<file path="src/rtl/uart_rx_pkg.sv">
// -----------------------------------------------------------------------------
// uart_rx_pkg
// Shared types and constants for the UART receiver core:
//   rx_state_t  - receiver FSM state encoding
//   PAR_*       - parity_mode encodings (2'b11 behaves as PAR_NONE)
//   majority3   - 2-of-3 vote used by the bit sampler
//   parity_on   - true when a mode carries a parity bit
// -----------------------------------------------------------------------------
package uart_rx_pkg;

  typedef enum logic [2:0] {
    IDLE,
    START,
    DATA,
    PARITY,
    STOP
  } rx_state_t;

  localparam logic [1:0] PAR_NONE = 2'b00;
  localparam logic [1:0] PAR_EVEN = 2'b01;
  localparam logic [1:0] PAR_ODD  = 2'b10;

  function automatic logic majority3(input logic a, input logic b, input logic c);
    return (a & b) | (a & c) | (b & c);
  endfunction

  function automatic logic parity_on(input logic [1:0] mode);
    return (mode == PAR_EVEN) || (mode == PAR_ODD);
  endfunction

endpackage

</file>
<file path="src/rtl/uart_rx_sampler.sv">
// -----------------------------------------------------------------------------
// uart_rx_sampler
// Front end of the UART receiver: brings the asynchronous line into the clk
// domain, flags 1-to-0 transitions and votes each bit from three samples
// taken around the bit centre.
//   clk, rst      - clock, asynchronous active-high reset
//   rx            - raw serial line (asynchronous, idles high)
//   cnt           - bit-phase counter owned by the core FSM
//   fall          - synchronized line went 1 -> 0 this cycle
//   sample_point  - cnt is at the third (deciding) sample position
//   vote          - majority of the three samples, valid with sample_point
// -----------------------------------------------------------------------------
module uart_rx_sampler
  import uart_rx_pkg::*;
#(
  parameter int CLKS_PER_BIT = 16,
  parameter int CNT_W        = $clog2(CLKS_PER_BIT)
) (
  input  logic             clk,
  input  logic             rst,
  input  logic             rx,
  input  logic [CNT_W-1:0] cnt,
  output logic             fall,
  output logic             sample_point,
  output logic             vote
);

  localparam logic [CNT_W-1:0] SAMP_A = CNT_W'(CLKS_PER_BIT / 2 - 1);
  localparam logic [CNT_W-1:0] SAMP_B = CNT_W'(CLKS_PER_BIT / 2);
  localparam logic [CNT_W-1:0] SAMP_C = CNT_W'(CLKS_PER_BIT / 2 + 1);

  logic [1:0] sync_q;
  logic       prev_q;
  logic       samp_a_q;
  logic       samp_b_q;
  logic       rx_sync;

  assign rx_sync = sync_q[1];

  // Synchronizer and edge history reset to the idle (high) line level so that
  // leaving reset never looks like a start edge.
  // NOTE: every clocked register here uses <= so all flops update from the
  // values present before the edge; with = the two sync stages would collapse.
  always_ff @(posedge clk or posedge rst) begin
    if (rst) begin
      sync_q   <= 2'b11;
      prev_q   <= 1'b1;
      samp_a_q <= 1'b1;
      samp_b_q <= 1'b1;
    end else begin
      sync_q <= {sync_q[0], rx};
      prev_q <= rx_sync;
      if (cnt == SAMP_A) samp_a_q <= rx_sync;
      if (cnt == SAMP_B) samp_b_q <= rx_sync;
    end
  end

  assign fall         = prev_q & ~rx_sync;
  assign sample_point = (cnt == SAMP_C);
  // Third sample is the live value, so the decision is available in the same
  // cycle as the last sample rather than one cycle later.
  assign vote         = majority3(samp_a_q, samp_b_q, rx_sync);

endmodule

</file>
<file path="src/rtl/uart_rx_core.sv">
// -----------------------------------------------------------------------------
// uart_rx_core
// UART receiver: start detect, DATA_W data bits LSB first, optional even/odd
// parity, one or two stop bits, and a single-entry valid/ready output register.
//   clk, rst      - clock, asynchronous active-high reset
//   en            - receiver enable; low aborts any frame in progress
//   rx            - serial line (asynchronous, idles high)
//   parity_mode   - 00 none, 01 even, 10 odd, 11 none (latched per frame)
//   stop2         - 0 one stop bit, 1 two stop bits (latched per frame)
//   data          - held received word
//   valid/ready   - output handshake; transfer when both high at an edge
//   parity_err    - parity mismatch for the held word
//   frame_err     - a checked stop bit was low for the held word
//   overrun       - one-cycle pulse when a finished frame is dropped
//   busy          - FSM is not idle
// -----------------------------------------------------------------------------
module uart_rx_core
  import uart_rx_pkg::*;
#(
  parameter int DATA_W       = 8,
  parameter int CLKS_PER_BIT = 16
) (
  input  logic              clk,
  input  logic              rst,
  input  logic              en,
  input  logic              rx,
  input  logic [1:0]        parity_mode,
  input  logic              stop2,
  output logic [DATA_W-1:0] data,
  output logic              valid,
  input  logic              ready,
  output logic              parity_err,
  output logic              frame_err,
  output logic              overrun,
  output logic              busy
);

  localparam int               CNT_W    = $clog2(CLKS_PER_BIT);
  localparam logic [CNT_W-1:0] CNT_LAST = CNT_W'(CLKS_PER_BIT - 1);
  localparam logic [3:0]       LAST_BIT = 4'(DATA_W - 1);

  rx_state_t         state_q, state_next;
  logic [CNT_W-1:0]  cnt_q;
  logic [3:0]        bit_idx_q;
  logic [DATA_W-1:0] shreg_q;
  logic [1:0]        mode_q;
  logic              stop2_q;
  logic              stop_idx_q;
  logic              perr_q;
  logic              ferr_q;

  logic fall;
  logic decide;
  logic vote;
  logic bit_end;
  logic start_frame;
  logic finish;

  uart_rx_sampler #(
    .CLKS_PER_BIT (CLKS_PER_BIT),
    .CNT_W        (CNT_W)
  ) u_sampler (
    .clk          (clk),
    .rst          (rst),
    .rx           (rx),
    .cnt          (cnt_q),
    .fall         (fall),
    .sample_point (decide),
    .vote         (vote)
  );

  assign bit_end = (cnt_q == CNT_LAST);

  // ---------------------------------------------------------------------------
  // FSM
  // ---------------------------------------------------------------------------
  always_ff @(posedge clk or posedge rst) begin
    if (rst) state_q <= IDLE;
    else     state_q <= state_next;
  end

  // NOTE: every signal written here gets a default first; a path that leaves
  // one unassigned would infer a latch.
  always_comb begin
    state_next  = state_q;
    start_frame = 1'b0;
    finish      = 1'b0;
    case (state_q)
      IDLE: begin
        // fall only fires after the line has been seen high, which also keeps
        // a held-low (break) line from retriggering.
        if (en && fall) begin
          state_next  = START;
          start_frame = 1'b1;
        end
      end
      START: begin
        if (decide && vote) state_next = IDLE;
        else if (bit_end)   state_next = DATA;
      end
      DATA: begin
        if (bit_end && (bit_idx_q == LAST_BIT))
          state_next = parity_on(mode_q) ? PARITY : STOP;
      end
      PARITY: begin
        if (bit_end) state_next = STOP;
      end
      STOP: begin
        // Leave at the decision of the last stop bit so a start bit that
        // follows immediately is still caught on its leading edge.
        if (decide && (!stop2_q || stop_idx_q)) begin
          state_next = IDLE;
          finish     = 1'b1;
        end
      end
      default: state_next = IDLE;
    endcase
    if (!en) begin
      state_next  = IDLE;
      start_frame = 1'b0;
      finish      = 1'b0;
    end
  end

  assign busy = (state_q != IDLE);

  // ---------------------------------------------------------------------------
  // Bit timing, shift register and pending flags
  // ---------------------------------------------------------------------------
  // NOTE: the shift register and flags are reset along with the control state
  // so that nothing downstream can observe X from a frame that never ran.
  always_ff @(posedge clk or posedge rst) begin
    if (rst) begin
      cnt_q      <= '0;
      bit_idx_q  <= '0;
      shreg_q    <= '0;
      mode_q     <= PAR_NONE;
      stop2_q    <= 1'b0;
      stop_idx_q <= 1'b0;
      perr_q     <= 1'b0;
      ferr_q     <= 1'b0;
    end else begin
      // Every non-idle transition happens at a bit end, so the counter only
      // needs clearing there and whenever we are in or heading to IDLE.
      if (state_q == IDLE || state_next == IDLE || bit_end) cnt_q <= '0;
      else                                                 cnt_q <= cnt_q + 1'b1;

      if (start_frame) begin
        mode_q     <= parity_mode;
        stop2_q    <= stop2;
        bit_idx_q  <= '0;
        stop_idx_q <= 1'b0;
        perr_q     <= 1'b0;
        ferr_q     <= 1'b0;
      end

      case (state_q)
        DATA: begin
          if (decide)  shreg_q   <= {vote, shreg_q[DATA_W-1:1]};
          if (bit_end) bit_idx_q <= bit_idx_q + 4'd1;
        end
        PARITY: begin
          // Even needs XOR(data, parity) == 0, odd needs 1.
          if (decide) perr_q <= (^shreg_q) ^ vote ^ (mode_q == PAR_ODD);
        end
        STOP: begin
          if (decide && !vote) ferr_q     <= 1'b1;
          if (bit_end)         stop_idx_q <= 1'b1;
        end
        default: ;
      endcase
    end
  end

  // ---------------------------------------------------------------------------
  // Output register and handshake
  // ---------------------------------------------------------------------------
  // The last stop vote is folded in directly because it is decided in the
  // same cycle the word is committed.
  always_ff @(posedge clk or posedge rst) begin
    if (rst) begin
      data       <= '0;
      valid      <= 1'b0;
      parity_err <= 1'b0;
      frame_err  <= 1'b0;
      overrun    <= 1'b0;
    end else begin
      overrun <= 1'b0;
      if (finish && valid && !ready) begin
        overrun <= 1'b1;
      end else if (finish) begin
        data       <= shreg_q;
        parity_err <= perr_q;
        frame_err  <= ferr_q | ~vote;
        valid      <= 1'b1;
      end else if (valid && ready) begin
        valid <= 1'b0;
      end
    end
  end

endmodule

</file>
<file path="config.mk">
export PLATFORM = sky130hd
export DESIGN_NAME = uart_rx_core
export DESIGN_NICKNAME = d
export VERILOG_FILES = /design/src/rtl/uart_rx_pkg.sv /design/src/rtl/uart_rx_sampler.sv /design/src/rtl/uart_rx_core.sv
export SDC_FILE = /design/constraint.sdc
export NUM_CORES = 1
export LEC_CHECK = 0
export ABC_AREA = 1
export ABC_CLOCK_PERIOD_IN_PS = 1650
export CORE_ASPECT_RATIO = 1.75
export CORE_MARGIN = 5
export CORE_UTILIZATION = 56
export DETAILED_ROUTE_END_ITERATION = 6
export MAX_ROUTING_LAYER = met4
export PLACE_DENSITY_LB_ADDON = 0.08
export SETUP_SLACK_MARGIN = 0.2
export SLEW_MARGIN = 20
export SYNTH_ARGS = -nofsm -noshare
export SYNTH_HDL_FRONTEND = slang
export SYNTH_SLANG_ARGS = --single-unit
</file>
<file path="constraint.sdc">
create_clock -name clk -period 1.65 [get_ports clk]
set_input_delay 0.33 -clock clk [delete_from_list [all_inputs] [get_ports clk]]
set_output_delay 0.33 -clock clk [all_outputs]
set_load 0.005 [all_outputs]
</file>
==> results_dict.tcl, run 1 <==
set metrics [dict create \
    synth_compound_area_share_pct 9.304 \
    place.gp.congestion 0.8687 \
    synth_xor_area_share_pct 3.782 \
    ir_drop_mv 0.7145 \
    grt_max_degree 43 \
    synthTopCellsByArea "dfrtp_1 (44%), nand2_1 (12%), dfstp_2 (6.3%)" \
    synth.most_common_cell "nand2_1" \
    synth_fp_nets 247 \
    cts_buffers 5 \
    p_comb_share_pct 6.6 \
    synth_top_cells_by_count "nand2_1 (64), dfrtp_1 (37), inv_1 (34), nor2_1 (16), o21ai_0 (16)" \
    cts_sinks 42 \
    synth_seq_cells 42 \
    io_buffer_count 20 \
    cp-start-kind "flop" \
    drive_gt1_share_pct 35.74 \
    synth_seq_area_share_pct 50.72 \
    root_buffer "clkbuf_8" \
    tightest_slew_ps 275.4 \
    synth_fa_ha_area_share_pct 3.001 \
    synth.distinct_cells 26 \
    routedWlPerCell_um 13.58 \
    crit_arrival_ps 1760 \
    drt-initial-drc-count 30 \
    synth_edf_count 0 \
    first_global_vias 1785 \
    total_power_mw 1.862 \
    fin_hold_ws_ps 359.1 \
    h-tree-depth 2 \
    switchingPower_mw 0.4231 \
    period_share_pct 92.80 \
    synthToLayoutAreaGrowth_pct 36.79 \
    critPathMaxFanout 4 \
    ctsHoldBuffers 0 \
    tritoncts "built" \
    vias 1718 \
    clockBufferDepth 2 \
    fin_crit_ps 1531 \
    clock_latency_ps 290 \
    clk_pin_slew_ps 80 \
    intPower_mw 1.439 \
    synth_top_area_cell "dfrtp_1" \
    dp_hpwl_um 2988 \
    dieArea_um2 5091 \
    grt_pass1_wl_um 7548 \
    ios 21 \
    synthSimpleGateAreaFrac_pct 25.09 \
    start_util_pct 57.45 \
    globalRouteTotalUtil_pct 19.28 \
    postSynthAreaPerCell_um2 8.908 \
    finalNetCount 303 \
    die_x_um 56.12 \
    leakage_nw 1.352 \
    timing.setup.tns_ps 0 \
    ys_async_sr_fraction_pct 100.0 \
    viasPerCell 5.098 \
    synth_cells 234 \
    synth_top_area_share_pct 44.42 \
    maxSlewViolCount 0 \
    maxCapViolations 0 \
    slew_headroom_pct 81.51 \
    antenna_cells 0 \
    hold_viol 0 \
    antenna_found_initial 0 \
    drtPass1Iterations 4 \
    grt_setup_unrepaired "yes" \
    dpl_cell_area_um2 2405 \
    drc_errors 0 \
    clkPwrFrac_pct 36.4 \
    muxShareOfSynthArea_pct 0 \
    finalWirelength_um 4575 \
    report.final.setup_viol 0 \
    ant_nets 0 \
    required_ps 1880 \
    synth_ff_type "dfrtp_1" \
    fin_area_um2 2851 \
    std_cell_rows 29 \
    critPathCaptureType "flop" \
    critPathKind "flop to flop" \
    hold_path_class "flop to flop" \
    status "finished, final reports clean" \
    core_area_um2 3628 \
    p_seq_share_pct 57.0 \
    max_freq_mhz 653.1 \
    skew_ps 2.726 \
    grt.overflow.total 0 \
    powerDensity_nw_per_um2 653.1 \
    synth_top_family_by_area "simple AND/OR/NAND/NOR gates" \
    die-height_um 90.71 \
    netlist_area_um2 2084 \
    yosysWarnings 0 \
    swShare_pct 22.72 \
]
==> power groups by stage <==
stage / Sequential (mW) / Combinational, mW / Clock, mW
global placement: 1.08 / 0.111 / 0
floorplan: 1.08 / 0.0631 / 0
finish: 1.06 / 0.123 / 0.677
CTS: 1.06 / 0.117 / 0.698
global route: 1.06 / 0.137 / 0.753
detailed placement: 1.08 / 0.114 / 0
==> routing by layer <==
metal	global-route usage [%]	part of all wire (%)	wire length (µm)
met5	-	0	0
met4	11.29	3.8	175
met3	3.577	2.3	105
met2	33.59	58	2646
met1	19.60	36	1648
==> cells by family after synthesis <==
family	after synthesis
AOI/OAI and AO/OA	29
xor gates and xnor gates	9
adders and majority gates	5
buffers and inverters	40
DFF	42
and+or+nand+nor	109
==> worst max-delay path: stages (launching register included) <==
cell and delay [ps]:
dfrtp_1 410, buf_4 160, nor3_4 200, buf_4 140, nand2_1 70, nand2_1 100
nand2_1 80, nand3_2 100, nand3_4 100, nor2_2 110
==> layout by cell type (no fill, tap or decap), drive strengths merged <==
| cell | synthesis | layout |
|---|---|---|
| a21oi | 1 | 1 |
| a32o | 1 | 1 |
| buf | 3 | 31 |
| clkbuf | 0 | 9 |
| clkdlybuf4s50 | 0 | 7 |
| clkinv | 0 | 1 |
| dfrtp | 37 | 37 |
| dfstp | 5 | 5 |
| dlygate4sd2 | 0 | 12 |
| ha | 5 | 5 |
| inv | 37 | 37 |
| nand2 | 64 | 64 |
| nand3 | 18 | 18 |
| nand4 | 1 | 1 |
| nor2 | 21 | 21 |
| nor3 | 4 | 4 |
| o211ai | 1 | 1 |
| o21ai | 26 | 26 |
| or2 | 1 | 1 |
| xnor2 | 5 | 5 |
| xor2 | 4 | 4 |
==> metrics by stage <==
stage	utilization [%]	std cells	setup slack [ps]
global placement	66.28	306	111.0
floorplan	-	234	206.8
finish	78.59	337	118.7
CTS	73.48	330	105.7
detailed placement	66.28	306	50.96
global route	78.59	337	8.091
==> path summary, 6_finish.rpt <==
check | start | end | slack, ps | cells past startpoint
worst max-delay path | state_q[1]$_DFF_PP0_ | cnt_q[2]$_DFF_PP0_ | 120 | 9
worst min-delay path | u_sampler.sync_q[0]$_DFF_PP1_ | u_sampler.sync_q[1]$_DFF_PP1_ | 360 | 0
worst max register to register | state_q[1]$_DFF_PP0_ | cnt_q[2]$_DFF_PP0_ | 120 | 9
worst min register to register | u_sampler.sync_q[0]$_DFF_PP1_ | u_sampler.sync_q[1]$_DFF_PP1_ | 360 | 0
max in group asynchronous | rst | u_sampler.prev_q$_DFF_PP1_ | 1000 | 3
min in group asynchronous | rst | data[7]$_DFFE_PP0P_ | 390 | 3
==> layout make-up <==
type / count / area [µm²]
well taps: 46 / 57.56
repair buffers: 52 / 503.0
fillers: 249 / 777.0
inverters: 37 / 141.4
clock buffers: 7 / 86.33
clock inverters: 1 / 5.005
flip-flops and latches: 42 / 1060
multi-input cells: 152 / 998.5
==> state kept, by name, summed over array words and instances (netlist names) <==
| signal | flops |
|---|---|
| ferr_q | 1 |
| state_q | 3 |
| u_sampler.samp_b_q | 1 |
| u_sampler.sync_q | 2 |
| u_sampler.samp_a_q | 1 |
| parity_err | 1 |
| stop_idx_q | 1 |
| valid | 1 |
| perr_q | 1 |
| frame_err | 1 |
| cnt_q | 4 |
| u_sampler.prev_q | 1 |
| stop2_q | 1 |
| shreg_q | 8 |
| bit_idx_q | 4 |
| data | 8 |
| mode_q | 2 |
| overrun | 1 |
==> timing repair <==
item	in CTS	in global routing
buffers inserted	15	6
cloned	1	1
resized for setup	24	45
setup endpoints to repair	39	28
pin swaps	3	8
(Power assumes the default switching activity.)
==> inputs of run 2 (changes only) <==
--- a/config.mk
+++ b/config.mk
@@ -8,7 +8,7 @@
 export ABC_AREA = 1
 export ABC_CLOCK_PERIOD_IN_PS = 1650
 export CORE_ASPECT_RATIO = 1.75
-export CORE_MARGIN = 5
+export CORE_MARGIN = 3
 export CORE_UTILIZATION = 56
 export DETAILED_ROUTE_END_ITERATION = 6
 export MAX_ROUTING_LAYER = met4
==> run 2 against run 1 <==
Net effect:
- total power is 7.5% higher
- sequential power is essentially flat
- clock skew grew 6.8 ps
- die area shrank 11%
- highest routed layer unchanged
- combinational power up 26%
- final area is 3.0% lower
- largest cell class unchanged
- critical endpoint is now cnt_q[3]$_DFF_PP0_
- worst hold slack got worse by 1.0 ps
- core utilization up 1.1 points
- global-route usage grew 2.4 points
==> results_dict.tcl, run 2 (synthesis results as in run 1) <==
set metrics [dict create \
    critPathMaxFanout 4 \
    final-seq-area_um2 1059 \
    hold_path_class "flop to flop" \
    die_x_um 52.12 \
    place.gp.congestion 0.8777 \
    timing.setup.tns_ps 0 \
    routedWlPerCell_um 13.33 \
    layout_setup_ws_ps 62.96 \
    vias 1659 \
    fin_area_um2 2765 \
    drtPass1Iterations 4 \
    post-route-util_pct 79.73 \
    grt_max_degree 43 \
    viasPerCell 5.058 \
    ant_nets 0 \
    max_freq_mhz 630.1 \
    fin_crit_ps 1587 \
    slew_headroom_pct 81.66 \
    drc_errors 0 \
    required_ps 1830 \
    finalWirelength_um 4371 \
    ir_drop_mv 0.9607 \
    skew_ps 9.487 \
    fin_hold_ws_ps 358.1 \
    first_global_vias 1694 \
    synthToLayoutAreaGrowth_pct 32.65 \
    powerDensity_nw_per_um2 724.0 \
    fillers 202 \
    critPathLaunch "cnt_q[1]$_DFF_PP0_" \
    leakage_nw 1.299 \
    dp_slack_ps 29.59 \
    final_common_cell "nand2_1" \
    globalRouteTotalUtil_pct 21.70 \
    r2r_slack_ps 60 \
    tightest_slew_ps 273.2 \
    clockBufferDepth 2 \
    h-tree-depth 2 \
    cts_sinks 42 \
    die-height_um 86.71 \
    status "finished, final reports clean" \
    dp_hpwl_um 2742 \
    report.final.setup_viol 0 \
    clk_pin_slew_ps 80 \
    ff2ff_path_depth 11 \
    ctsHoldBuffers 0 \
    core_area_um2 3468 \
    holdPathEnd "u_sampler.sync_q[1]$_DFF_PP1_" \
    clock_latency_ps 290 \
    root_buffer "clkbuf_8" \
    dpl_cell_area_um2 2396 \
    multi_input_area_um2 982.2 \
    grt.overflow.total 0 \
    drive_gt1_share_pct 29.33 \
    cts_buffers 5 \
    start_util_pct 60.10 \
    crit-reg2reg-launch "cnt_q[1]$_DFF_PP0_" \
    tritoncts "built" \
    ios 21 \
    most-common-layout-cells "nand2_1 (59), dfrtp_1 (36), inv_1 (32)" \
    drt-initial-drc-count 34 \
    cp-start-kind "flop" \
    antenna_cells 0 \
    antenna_found_initial 0 \
    critPathKind "flop to flop" \
    top_regs "data: 8 flops, shreg_q: 8 flops" \
    whs_path_depth 0 \
    r2r_end "cnt_q[3]$_DFF_PP0_" \
    critPathCaptureType "flop" \
    finalNetCount 295 \
    period_share_pct 96.18 \
    std_cell_rows 28 \
    grt_setup_unrepaired "yes" \
    maxCapViolations 0 \
    crit_arrival_ps 1770 \
    dieArea_um2 4519 \
    hold_viol 0 \
    grt_pass1_wl_um 7100 \
    maxSlewViolCount 0 \
    io_buffer_count 20 \
    min_from "u_sampler.sync_q[0]$_DFF_PP1_" \
]
-- run 2: cell count changes in the layout (fill, tap and decap cells not counted), moves of 3 or more --
cell | before | now
nand2_2 | 9 | 5
nor2_1 | 8 | 11
buf_4 | 25 | 19
o21ai_0 | 7 | 14
o21ai_1 | 6 | 2
nand2_1 | 55 | 59
o21ai_2 | 13 | 10
-- run 2: stage by stage --
step / total power, mW / cells
finish: 2.002 / 328
detailed placement: 1.194 / 304
global placement: 1.192 / 304
CTS: 2.002 / 324
floorplan: 1.142 / 234
global route: 2.074 / 328
-- run 2: where the power goes --
group | switching [mW] | internal (mW)
sequential | 0.0116 | 1.05
clock | 0.331 | 0.453
combinational | 0.0879 | 0.0670
-- run 2: critical path, cell delays in order, from the launching register on --
cell	delay [ps]
dfrtp_1	390
buf_4	140
ha_4	150
nand2_1	60
nor2_2	100
nor2_1	50
nor2_1	160
nand3_2	120
nand2_2	90
nand3_2	90
nand3_4	90
nor2_1	40
-- run 2: worst max-delay path by stage --
stage                    endpoint  cells past startpoint
6_report       cnt_q[3]$_DFF_PP0_                     11
5_1_grt        cnt_q[1]$_DFF_PP0_                     11
4_1_cts                      busy                      3
3_5_place_dp   cnt_q[0]$_DFF_PP0_                      9
3_3_place_gp   cnt_q[0]$_DFF_PP0_                      9
2_1_floorplan  cnt_q[0]$_DFF_PP0_                      8
-- run 2: per-layer routing --
metal  GRT usage, %  vias up  share of wire, %
met1          21.07      788                37
met2          40.21       37                57
li1               -      821                 -
met4          9.308        0               3.0
met3          3.787       13               2.5
met5              -        -                 0
-- run 2: final cells by class --
cell class / instances / area share [%]
multi-input cells: 152 / 35.52
clock inverters: 1 / 1.086
inverters: 37 / 5.023
well taps: 45 / 2.036
clock buffers: 7 / 2.760
repair buffers: 44 / 15.29
flip-flops and latches: 42 / 38.28
-- run 2: what timing repair did --
action	4_1_cts	5_1_grt
gates cloned	0	0
endpoints found under the setup margin	40	27
pin swaps	4	6
setup buffers	12	4
resized for setup	23	23
==> inputs of run 3 (changes only) <==
--- a/config.mk
+++ b/config.mk
@@ -9,7 +9,8 @@
 export ABC_CLOCK_PERIOD_IN_PS = 1650
 export CORE_ASPECT_RATIO = 1.75
 export CORE_MARGIN = 3
-export CORE_UTILIZATION = 56
+export CORE_UTILIZATION = 50
+export CTS_CLUSTER_DIAMETER = 150
 export DETAILED_ROUTE_END_ITERATION = 6
 export MAX_ROUTING_LAYER = met4
 export PLACE_DENSITY_LB_ADDON = 0.08
==> run 3 against run 2 <==
Net effect:
- final cell count rose by 1.5%
- final area increased by 1.7%
- flip-flop and latch count did not move
- register-to-register slack improved by 80 ps
==> results_dict.tcl, run 3 (synthesis results as in run 1) <==
set metrics [dict create \
    drtPass1Iterations 4 \
    multi_input_area_um2 1020 \
    core_area_um2 3941 \
    fin_crit_ps 1508 \
    ant_nets 0 \
    antenna_cells 0 \
    period_share_pct 91.42 \
    maxSlewViolCount 0 \
    root_buffer "clkbuf_8" \
    most-common-layout-cells "nand2_1 (52), dfrtp_1 (35), inv_1 (29)" \
    critPathKind "flop to flop" \
    final_common_cell "nand2_1" \
    std_cell_rows 30 \
    total_power_mw 1.826 \
    p_comb_share_pct 7.4 \
    dp_hpwl_um 2798 \
    globalRouteTotalUtil_pct 18.31 \
    drc_errors 0 \
    fillers 317 \
    dieArea_um2 5010 \
    crit_arrival_ps 1730 \
    r2r_slack_ps 140 \
    cts_sinks 42 \
    required_ps 1870 \
    first_global_vias 1518 \
    die_x_um 54.81 \
    maxCapViolations 0 \
    powerDensity_nw_per_um2 649.2 \
    ir_drop_mv 0.5709 \
    io_buffer_count 20 \
    antenna_found_initial 0 \
    h-tree-depth 2 \
    whs_path_depth 0 \
    grt_setup_unrepaired "yes" \
    clk_pin_slew_ps 70 \
    cp-start-kind "flop" \
    leakage_nw 1.338 \
    critPathMaxFanout 6 \
    viasPerCell 5.000 \
    grt.overflow.total 0 \
    finalWirelength_um 4265 \
    place.gp.congestion 0.8455 \
    vias 1665 \
    p_seq_share_pct 58.3 \
    clockBufferDepth 2 \
    report.final.setup_viol 0 \
    ff2ff_path_depth 8 \
    critPathCaptureType "flop" \
    hold_path_class "flop to flop" \
    slew_headroom_pct 77.37 \
    swShare_pct 22.61 \
    die-height_um 91.42 \
    top_regs "data: 8 flops, shreg_q: 8 flops" \
    drt-initial-drc-count 37 \
    intPower_mw 1.413 \
    skew_ps 4.062 \
    tightest_slew_ps 337.1 \
    clock_latency_ps 290 \
    status "finished, final reports clean" \
    drive_gt1_share_pct 35.79 \
    routedWlPerCell_um 12.81 \
    switchingPower_mw 0.4129 \
    synthToLayoutAreaGrowth_pct 34.93 \
    cts_buffers 5 \
    max_freq_mhz 662.9 \
    fin_hold_ws_ps 356.7 \
    finalNetCount 297 \
    timing.setup.tns_ps 0 \
    final-seq-area_um2 1060 \
    grt_max_degree 43 \
    hold_viol 0 \
    grt_pass1_wl_um 6589 \
    clkPwrFrac_pct 34.3 \
    tritoncts "built" \
    ios 21 \
    start_util_pct 52.89 \
]
run 3: final timing paths:
| kind | to | from |
|---|---|---|
| min in group asynchronous | frame_err$_DFFE_PP0P_ | rst |
| worst min register to register | u_sampler.sync_q[1]$_DFF_PP1_ | u_sampler.sync_q[0]$_DFF_PP1_ |
| max in group asynchronous | u_sampler.samp_a_q$_DFFE_PP1N_ | rst |
| worst min-delay path | u_sampler.sync_q[1]$_DFF_PP1_ | u_sampler.sync_q[0]$_DFF_PP1_ |
| worst max register to register | cnt_q[3]$_DFF_PP0_ | cnt_q[0]$_DFF_PP0_ |
| worst max-delay path | cnt_q[3]$_DFF_PP0_ | cnt_q[0]$_DFF_PP0_ |
run 3: stage by stage:
| stage | setup slack [ps] | cell area (µm²) | instances | utilization [%] |
|---|---|---|---|---|
| floorplan | 206.8 | 2085 | 234 | - |
| global placement | 51.18 | 2415 | 309 | 61.27 |
| detailed placement | -3.068 | 2415 | 309 | 61.27 |
| CTS | 127.1 | 2620 | 326 | 66.48 |
| global route | 15.98 | 2813 | 333 | 71.37 |
| finish | 141.5 | 2813 | 333 | 71.37 |
run 3: critical path, stage by stage, from the launching register on:
cell     delay (ps)
dfrtp_2         440
ha_4            180
nand3_4         110
or2_1           250
nand3_1         100
nand2_2          70
nand3_2          90
nand3_4          90
nor2_2          110
run 3: timing repair:
action                     in CTS  in global routing
setup buffers                   9                  5
pin swaps                       8                  7
cloned                          0                  2
resized for setup              26                 45
setup endpoints to repair      37                 29
hold buffers                    0                  0
run 3: metal layers:
layer,GRT usage [%],up-vias,wire (µm)
met5,-,-,0
met4,6.029,0,45
met3,4.598,4,106
met2,31.03,19,2488
met1,19.81,815,1623
li1,-,827,-
run 3: layout make-up:
type | instances | area share [%]
Multi-Input combinational cell | 152 | 36.25
Clock buffer | 8 | 2.847
Timing Repair Buffer | 46 | 16.06
Inverter | 37 | 5.027
Tap cell | 48 | 2.135
Sequential cell | 42 | 37.68
run 3: power by group through the flow:
stage / logic (mW) / clock network, mW / registers, mW
after floorplan: 0.0631 / 0 / 1.08
after global placement: 0.113 / 0 / 1.08
after detailed placement: 0.113 / 0 / 1.08
after CTS: 0.129 / 0.647 / 1.06
after global routing: 0.151 / 0.693 / 1.07
final: 0.135 / 0.626 / 1.06
